File: config.mk
export PLATFORM = sky130hd
export DESIGN_NAME = result_collector
export DESIGN_NICKNAME = d
export VERILOG_FILES = /design/src/rtl/result_collector.sv
export SDC_FILE = /design/constraint.sdc
export NUM_CORES = 1
export LEC_CHECK = 0
export CAP_MARGIN = 30
export CORE_ASPECT_RATIO = 1.5
export CORE_MARGIN = 2
export CORE_UTILIZATION = 30
export CTS_BUF_LIST = sky130_fd_sc_hd__clkbuf_4 sky130_fd_sc_hd__clkbuf_8 sky130_fd_sc_hd__clkbuf_16
export DETAILED_ROUTE_END_ITERATION = 16
export GPL_TIMING_DRIVEN = 0
export PLACE_DENSITY = 0.5
export SYNTH_ARGS = -nofsm -noshare
export SYNTH_HDL_FRONTEND = slang
export SYNTH_SLANG_ARGS = --single-unit
File: constraint.sdc
create_clock -name clk -period 11.9 [get_ports clk]
set_input_delay 3.57 -clock clk [delete_from_list [all_inputs] [get_ports clk]]
set_output_delay 3.57 -clock clk [all_outputs]
set_load 0.05 [all_outputs]
File: src/rtl/result_collector.sv
// result_collector: reassembles the 8-byte result stream into four signed 16-bit
// results. Completed frames go through a small frame FIFO to a valid/ready consumer.
//   clk, rst_n              clock, async active-low reset
//   in_valid/in_sof/in_data incoming result bytes; sof marks byte 0 (c00[15:8])
//   out_valid/out_ready     head-frame handshake
//   r00,r01,r10,r11         registered head-frame results
//   frame_err               one-cycle pulse when a partial frame is discarded
//   overflow                sticky: a completed frame was dropped because the FIFO was full
//   frame_count             frames pushed into the FIFO, wraps
module result_collector #(
    parameter int unsigned FIFO_DEPTH = 2,
    parameter int unsigned CNT_W      = 8
) (
    input  logic             clk,
    input  logic             rst_n,
    input  logic             in_valid,
    input  logic             in_sof,
    input  logic [7:0]       in_data,
    output logic             out_valid,
    input  logic             out_ready,
    output logic [15:0]      r00,
    output logic [15:0]      r01,
    output logic [15:0]      r10,
    output logic [15:0]      r11,
    output logic             frame_err,
    output logic             overflow,
    output logic [CNT_W-1:0] frame_count
);

    localparam int unsigned AW = (FIFO_DEPTH > 1) ? $clog2(FIFO_DEPTH) : 1;
    localparam int unsigned PW = AW + 1;
    localparam int unsigned FW = 64;

    typedef enum logic [0:0] {
        S_IDLE    = 1'b0,
        S_COLLECT = 1'b1
    } state_e;

    state_e           state_q, state_d;
    logic [2:0]       idx_q, idx_d;
    logic [7:0][7:0]  buf_q, buf_d;
    logic             complete_c;
    logic             frame_err_d;
    logic [FW-1:0]    frame_c;

    logic [FW-1:0]    mem_q [FIFO_DEPTH];
    logic [PW-1:0]    wr_ptr_q, wr_ptr_d;
    logic [PW-1:0]    rd_ptr_q, rd_ptr_d;
    logic             full_c, pop_c, push_c, drop_c;

    logic             out_valid_q, out_valid_d;
    logic [FW-1:0]    head_q, head_d;
    logic             frame_err_q;
    logic             overflow_q, overflow_d;
    logic [CNT_W-1:0] cnt_q, cnt_d;

    // Byte assembly FSM: byte index selects the buffer slot, byte 7 completes the frame
    always_comb begin
        state_d     = state_q;
        idx_d       = idx_q;
        buf_d       = buf_q;
        complete_c  = 1'b0;
        frame_err_d = 1'b0;
        if (in_valid) begin
            case (state_q)
                S_IDLE: begin
                    if (in_sof) begin
                        buf_d[0] = in_data;
                        idx_d    = 3'd1;
                        state_d  = S_COLLECT;
                    end
                end
                S_COLLECT: begin
                    if (in_sof) begin
                        // restart: the new sof byte becomes byte 0 of a fresh frame
                        frame_err_d = 1'b1;
                        buf_d[0]    = in_data;
                        idx_d       = 3'd1;
                    end else begin
                        buf_d[idx_q] = in_data;
                        if (idx_q == 3'd7) begin
                            complete_c = 1'b1;
                            idx_d      = 3'd0;
                            state_d    = S_IDLE;
                        end else begin
                            idx_d = idx_q + 3'd1;
                        end
                    end
                end
                default: begin
                    state_d = S_IDLE;
                    idx_d   = 3'd0;
                end
            endcase
        end
    end

    // Byte 7 goes straight into the FIFO entry via buf_d
    assign frame_c = {buf_d[0], buf_d[1], buf_d[2], buf_d[3],
                      buf_d[4], buf_d[5], buf_d[6], buf_d[7]};

    // FIFO control: a pop on the same edge frees the slot for a push into a full FIFO
    always_comb begin
        full_c   = (wr_ptr_q[AW] != rd_ptr_q[AW]) &&
                   (wr_ptr_q[AW-1:0] == rd_ptr_q[AW-1:0]);
        pop_c    = out_valid_q && out_ready;
        push_c   = complete_c && (!full_c || pop_c);
        drop_c   = complete_c && full_c && !pop_c;
        wr_ptr_d = wr_ptr_q + PW'(push_c);
        rd_ptr_d = rd_ptr_q + PW'(pop_c);
        cnt_d    = push_c ? cnt_q + CNT_W'(1) : cnt_q;
        overflow_d  = overflow_q | drop_c;
        out_valid_d = (wr_ptr_d != rd_ptr_d);
        // Next head: bypass the frame being written when it lands in the head slot
        if (!out_valid_d) begin
            head_d = head_q;
        end else if (push_c && (wr_ptr_q[AW-1:0] == rd_ptr_d[AW-1:0])) begin
            head_d = frame_c;
        end else begin
            head_d = mem_q[rd_ptr_d[AW-1:0]];
        end
    end

    // State and control registers
    always_ff @(posedge clk or negedge rst_n) begin
        if (!rst_n) begin
            state_q     <= S_IDLE;
            idx_q       <= 3'd0;
            buf_q       <= '0;
            wr_ptr_q    <= '0;
            rd_ptr_q    <= '0;
            out_valid_q <= 1'b0;
            head_q      <= '0;
            frame_err_q <= 1'b0;
            overflow_q  <= 1'b0;
            cnt_q       <= '0;
        end else begin
            state_q     <= state_d;
            idx_q       <= idx_d;
            buf_q       <= buf_d;
            wr_ptr_q    <= wr_ptr_d;
            rd_ptr_q    <= rd_ptr_d;
            out_valid_q <= out_valid_d;
            head_q      <= head_d;
            frame_err_q <= frame_err_d;
            overflow_q  <= overflow_d;
            cnt_q       <= cnt_d;
        end
    end

    // Frame storage; contents are only read once the pointers mark them valid
    always_ff @(posedge clk) begin
        if (push_c) begin
            mem_q[wr_ptr_q[AW-1:0]] <= frame_c;
        end
    end

    assign out_valid   = out_valid_q;
    assign r00         = head_q[63:48];
    assign r01         = head_q[47:32];
    assign r10         = head_q[31:16];
    assign r11         = head_q[15:0];
    assign frame_err   = frame_err_q;
    assign overflow    = overflow_q;
    assign frame_count = cnt_q;

endmodule

==> results.sh, run 1 <==
export IMPL_routed_via_density=5.40
export IMPL_vias=8611
export IMPL_period_share_pct=60.5
export IMPL_rsz0062_at_grt="no"
export IMPL_p_total_mw=4.42
export IMPL_dieArea_um2=42300
export IMPL_gr_usage_all_layers_pct=18.4
export IMPL_fin_setup_tns_ns=0
export IMPL_antenna_cells=0
export IMPL_clock_tree_root_cell="clkbuf_16"
export IMPL_synthTopCellsByArea="edfxtp_1 (32%), dfrtp_1 (30%), o41ai_2 (8.1%), nand3_1 (5.1%), and3b_1 (5.0%)"
export IMPL_gp_congestion=0.814
export IMPL_hp_class="register to register"
export IMPL_syn_avg_cell_area_um2=12.8
export IMPL_wirelength_mm=38.5
export IMPL_postCtsHoldBufs=0
export IMPL_clk_pin_slew_ns=0.07
export IMPL_drt_iter0_markers=544
export IMPL_critPathCaptureType="register"
export IMPL_grt_pass1_vias=9166
export IMPL_cts_sink_count=275
export IMPL_area_growth_pct=20.2
export IMPL_yosysTopAreaCell="edfxtp_1"
export IMPL_drc=0
export IMPL_dr_pass1_iters=7
export IMPL_antenna_found_initial=0
export IMPL_synth_top_cell_area_share_pct=31.5
export IMPL_fin_nets=1086
export IMPL_clock_skew_ns=0.0118
export IMPL_postCtsSetupRepairBufs=0
export IMPL_slew_limit_headroom_pct=31.9
export IMPL_dpl_worst_slack_ns=4.08
export IMPL_yosys_cell_types_count=44
export IMPL_drv_cap=0
export IMPL_clk_path_buf_depth=3
export IMPL_setup_ws_ns=4.70
export IMPL_critical_path_class="input port to register"
export IMPL_setup_violations_final=0
export IMPL_start_util_pct=30.3
export IMPL_gr_total_overflow=0
export IMPL_wl_per_cell_um=24.1
export IMPL_htree_levels=1
export IMPL_cts_tree="done"
export IMPL_outcome="finished clean"
export IMPL_ir_worst_vdd_mv=0.106
export IMPL_ant_nets=0
export IMPL_worstSkewPairLatency_ns=0.56
export IMPL_cp_arrival_ns=7.64
export IMPL_grt_max_degree=76
export IMPL_cts_made_buffers=28
export IMPL_io_pins=88
export IMPL_drive_above_1_share_pct=14.4
export IMPL_grt_pass1_wl_mm=58.4
export IMPL_critPathMaxFanout=34
export IMPL_power_per_cell_area_nw_per_um2=302
export IMPL_io_buffers=79
export IMPL_synthesis_nets=971
export IMPL_cellLeakagePower_nw=6.12
export IMPL_hold_violations=0
export IMPL_rrSetupSlack_ns=7.70
export IMPL_rows=90
export IMPL_cp_start_kind="input port"
export IMPL_ys_seq_elements=275
export IMPL_synth_area_um2=12200
export IMPL_async_flop_share_pct=53.5
export IMPL_final_max_slew_viol_count=0
export IMPL_synth_edf_count=128
export IMPL_ys_seq_area_share_pct=61.7
export IMPL_fin_crit_ns=7.20
export IMPL_ys_flop_type="dfrtp_1"
export IMPL_fp_dieW_um=169
export IMPL_die_y_um=251
export IMPL_hpwl_mm=24.8
export IMPL_syn_inst=952
export IMPL_fillers=3849
export IMPL_fmax_mhz=139
export IMPL_worst_pin_slew_ns=1.02
export IMPL_yosys_warnings=0
export IMPL_fp_coreArea_um2=40200
export IMPL_postCtsResizedCells=0
export IMPL_required_ns=12.34
## worst paths after layout
kind | endpoint | from | depth (start not counted)
min in group asynchronous | head_q[28]$_DFFE_PN0P_ | rst_n | 1
max in group asynchronous | head_q[6]$_DFFE_PN0P_ | rst_n | 2
setup / recovery | head_q[26]$_DFFE_PN0P_ | in_valid | 11
hold reg to reg | frame_count[7]$_DFFE_PN0P_ | frame_count[7]$_DFFE_PN0P_ | 1
hold / removal | frame_count[7]$_DFFE_PN0P_ | frame_count[7]$_DFFE_PN0P_ | 1
setup reg to reg | head_q[26]$_DFFE_PN0P_ | idx_q[0]$_DFFE_PN0P_ | 11
## cell families after synthesis
kind of cell / share of synthesized area, %
buffers and inverters: 4.02
adders and majority gates: 0.616
and+or+nand+nor: 19.4
AOI/OAI and AO/OA: 12.9
xor gates and xnor gates: 1.21
muxes: 0.0924
DFF: 61.7
## cell type report
class	instances	area (µm²)	area share, %
Buffer	93	467	3.19
Clock buffer	39	826	5.64
Clock inverter	13	85.1	0.581
Inverter	6	22.5	0.154
Multi-Input combinational cell	578	4200	28.7
Sequential cell	275	7520	51.4
Tap cell	506	633	4.32
Timing Repair Buffer	85	891	6.08
## worst max-delay path, cell delays in order
cell             delay [ns]
clkdlybuf4s50_1        0.54
buf_2                  0.25
nand4b_2               0.20
a31oi_2                0.57
ha_4                   0.64
xor2_1                 0.26
xnor2_1                0.16
clkbuf_1               0.59
clkbuf_1               0.55
nand3_1                0.19
o41ai_2                0.10
## Yosys cell counts, drive strengths merged, types with 2 or more instances
master / number
nand4: 4
inv: 6
clkbuf: 62
o311ai: 2
nand2: 63
nand3: 123
a22o: 9
edfxtp: 128
o21ai: 58
o22ai: 2
ha: 6
and2: 9
dfrtp: 147
a221oi: 8
buf: 31
nand3b: 4
and3b: 70
xnor2: 10
or3b: 2
xor2: 6
o21a: 2
nor3b: 3
o41ai: 64
and3: 60
nor3: 64
## power by group
part	switching, mW	internal [mW]
Combinational	1.42	0.731
Sequential	0.121	1.27
Clock	0.381	0.504
## registers in the layout, summed over array words and instances, names as in the netlist
signal and count:
overflow 1, frame_err 1, rd_ptr_q 2, mem_q 128, frame_count 8, wr_ptr_q 2, head_q 64, idx_q 3
out_valid 1, state_q 1, buf_q 64
## placed cells by master (no fill, tap or decap), drive strengths merged, types with 2 or more instances in the layout
| cell type | Yosys | layout |
|---|---|---|
| o21a | 2 | 2 |
| a22o | 9 | 9 |
| and3 | 60 | 60 |
| nand3 | 123 | 123 |
| o41ai | 64 | 64 |
| edfxtp | 128 | 128 |
| xnor2 | 10 | 10 |
| and3b | 70 | 70 |
| inv | 6 | 6 |
| nor3 | 64 | 64 |
| nand4 | 4 | 4 |
| ha | 6 | 6 |
| dfrtp | 147 | 147 |
| buf | 31 | 38 |
| o311ai | 2 | 2 |
| nand2 | 63 | 63 |
| clkinv | 0 | 11 |
| clkbuf | 62 | 101 |
| or3b | 2 | 2 |
| nand3b | 4 | 4 |
| a221oi | 8 | 8 |
| xor2 | 6 | 6 |
| o22ai | 2 | 2 |
| nor3b | 3 | 3 |
| and2 | 9 | 9 |
| o21ai | 58 | 58 |
| clkdlybuf4s50 | 0 | 78 |
## per-layer routing
metal  wire length [µm]  part of all wire (%)  track usage (%)
met1              15200                    40             21.9
met5                  0                     0                0
met2              19800                    52             32.8
met3               1720                   4.5             2.42
met4               1720                   4.5             8.62
## metrics by stage
step,utilization (%),cells,area [µm²],hold WS (ns)
6_report,36.4,1595,14600,0.473
5_1_grt,36.4,1595,14600,0.515
4_1_cts,36.4,1594,14600,0.484
3_5_place_dp,34.1,1542,13700,0.471
3_3_place_gp,33.8,1537,13600,0.462
2_1_floorplan,-,952,12200,0.500
No activity file was read; power rests on OpenSTA's default activity.
==> run 2: changes to the inputs <==
- clock period: 11.9 -> 7.05 ns (I/O delays scaled with it)
==> results of run 2 <==
Same layout as run 1 (identical final DEF). Status: finished clean.
Main changes from that run: setup slack after placement 4.08 ns -> 0.688 ns; setup slack after layout 4.70 ns -> 1.30 ns; register-to-register setup slack 7.70 ns -> 2.85 ns; total power 4.42 mW -> 7.46 mW; worst IR drop on VDD 0.106 mV -> 0.179 mV
==> run 3: changes to the inputs <==
- PLACE_DENSITY: 0.5 -> 0.52
- clock period: 7.05 -> 4.95 ns (I/O delays scaled with it)
==> results.sh, run 3 (synthesized netlist as in run 1, its figures left out) <==
export IMPL_clock_skew_ns=0.0140
export IMPL_area_growth_pct=20.8
export IMPL_setup_violations_final=0
export IMPL_start_util_pct=30.3
export IMPL_antenna_cells=0
export IMPL_crit_path_end="head_q[16]$_DFFE_PN0P_"
export IMPL_dieArea_um2=42300
export IMPL_cp_start_kind="input port"
export IMPL_clk_path_buf_depth=3
export IMPL_fin_nets=1085
export IMPL_routed_via_density=5.33
export IMPL_regToRegStartpoint="idx_q[0]$_DFFE_PN0P_"
export IMPL_wirelength_mm=37.8
export IMPL_final_max_slew_viol_count=0
export IMPL_wl_per_cell_um=23.7
export IMPL_cts_made_buffers=28
export IMPL_fin_crit_ns=4.58
export IMPL_grt_pass1_vias=8818
export IMPL_gr_total_overflow=0
export IMPL_required_ns=5.39
export IMPL_die_y_um=251
export IMPL_antenna_found_initial=1
export IMPL_p_total_mw=10.7
export IMPL_largest_reg_flops=128
export IMPL_clk_pin_slew_ns=0.06
export IMPL_power_per_cell_area_nw_per_um2=728
export IMPL_htree_levels=1
export IMPL_gp_congestion=0.797
export IMPL_vias=8503
export IMPL_drt_iter0_markers=654
export IMPL_fmax_mhz=218
export IMPL_critical_path_class="input port to register"
export IMPL_ant_nets=0
export IMPL_rsz0062_at_grt="no"
export IMPL_grt_pass1_wl_mm=56.5
export IMPL_hp_class="register to register"
export IMPL_r2r_end="head_q[16]$_DFFE_PN0P_"
export IMPL_gr_usage_all_layers_pct=17.7
export IMPL_final_common_cell="dfrtp_1"
export IMPL_crit_start="in_valid"
export IMPL_period_share_pct=92.5
export IMPL_cts_tree="done"
export IMPL_rows=90
export IMPL_critPathMaxFanout=16
export IMPL_final_cell_mix="dfrtp_1 (147), edfxtp_1 (128), nand3_1 (123)"
export IMPL_cellLeakagePower_nw=6.15
export IMPL_hold_violations=0
export IMPL_worstSkewPairLatency_ns=0.55
export IMPL_outcome="finished clean"
export IMPL_r2r_cells=11
export IMPL_hpwl_mm=24.2
export IMPL_fp_coreArea_um2=40200
export IMPL_dr_pass1_iters=5
export IMPL_critPathCaptureType="register"
export IMPL_fin_setup_tns_ns=0
export IMPL_grt_max_degree=91
export IMPL_drv_cap=0
export IMPL_cp_arrival_ns=5.02
export IMPL_postLayoutCoreUtil_pct=36.6
export IMPL_clock_tree_root_cell="clkbuf_16"
export IMPL_io_pins=88
export IMPL_slew_limit_headroom_pct=27.7
export IMPL_worst_pin_slew_ns=1.08
export IMPL_ir_worst_vdd_mv=0.403
export IMPL_fp_dieW_um=169
export IMPL_drive_above_1_share_pct=14.7
export IMPL_rrSetupSlack_ns=1.29
export IMPL_cts_sink_count=275
export IMPL_io_buffers=79
export IMPL_drc=0
run 3: per-layer routing:
layer	vias to the layer above	track usage, %	share of wire [%]
li1	3855	-	-
met1	4311	21.8	40
met2	268	31.5	51
met3	69	2.25	4.8
met4	0	7.07	3.8
met5	-	0	0
run 3: layout make-up:
type | count | area, µm²
inverter | 6 | 22.5
clock inverter | 14 | 154
multi-input combinational | 578 | 4210
sequential | 275 | 7520
fill | 3823 | 25500
buffer | 93 | 468
clock buffer | 38 | 812
tap | 506 | 633
timing repair buffer | 84 | 903
run 3: per-stage QoR:
stage,setup WS [ns],instances,area (µm²),hold WS [ns]
6_report,0.371,1594,14700,0.468
5_1_grt,0.0959,1594,14700,0.507
4_1_cts,0.110,1593,14700,0.479
3_5_place_dp,-0.731,1541,13700,0.470
3_3_place_gp,-4.69,1537,13600,0.464
2_1_floorplan,0.401,952,12200,0.500
run 3: power by group:
part	switching, mW	internal, mW
combinational	3.39	1.76
sequential	0.290	3.05
clock	0.914	1.31
total	4.59	6.12
run 3: repair_timing:
item	4_1_cts	5_1_grt
setup buffers	0	1
hold buffers	0	0
setup endpoints to repair	60	60
resized for setup	1	1
pin swaps	0	1
run 3: worst min-delay path by stage:
stage	end	slack [ns]	depth (start not counted)	from
2_1_floorplan	buf_q[10]$_DFF_PN0_	0.50	2	buf_q[10]$_DFF_PN0_
3_3_place_gp	frame_count[7]$_DFFE_PN0P_	0.46	1	frame_count[7]$_DFFE_PN0P_
3_5_place_dp	frame_count[7]$_DFFE_PN0P_	0.47	1	frame_count[7]$_DFFE_PN0P_
4_1_cts	frame_count[7]$_DFFE_PN0P_	0.48	1	frame_count[7]$_DFFE_PN0P_
5_1_grt	overflow$_DFF_PN0_	0.51	1	overflow$_DFF_PN0_
6_report	frame_count[7]$_DFFE_PN0P_	0.47	1	frame_count[7]$_DFFE_PN0P_
run 3: worst max-delay path, stage by stage:
cell             delay, ns
clkdlybuf4s50_1       0.53
buf_2                 0.25
nand4b_2              0.23
a31oi_4               0.42
ha_4                  0.47
xor2_1                0.25
xnor2_1               0.16
clkbuf_2              0.41
clkbuf_1              0.52
nand3_1               0.19
o41ai_2               0.09
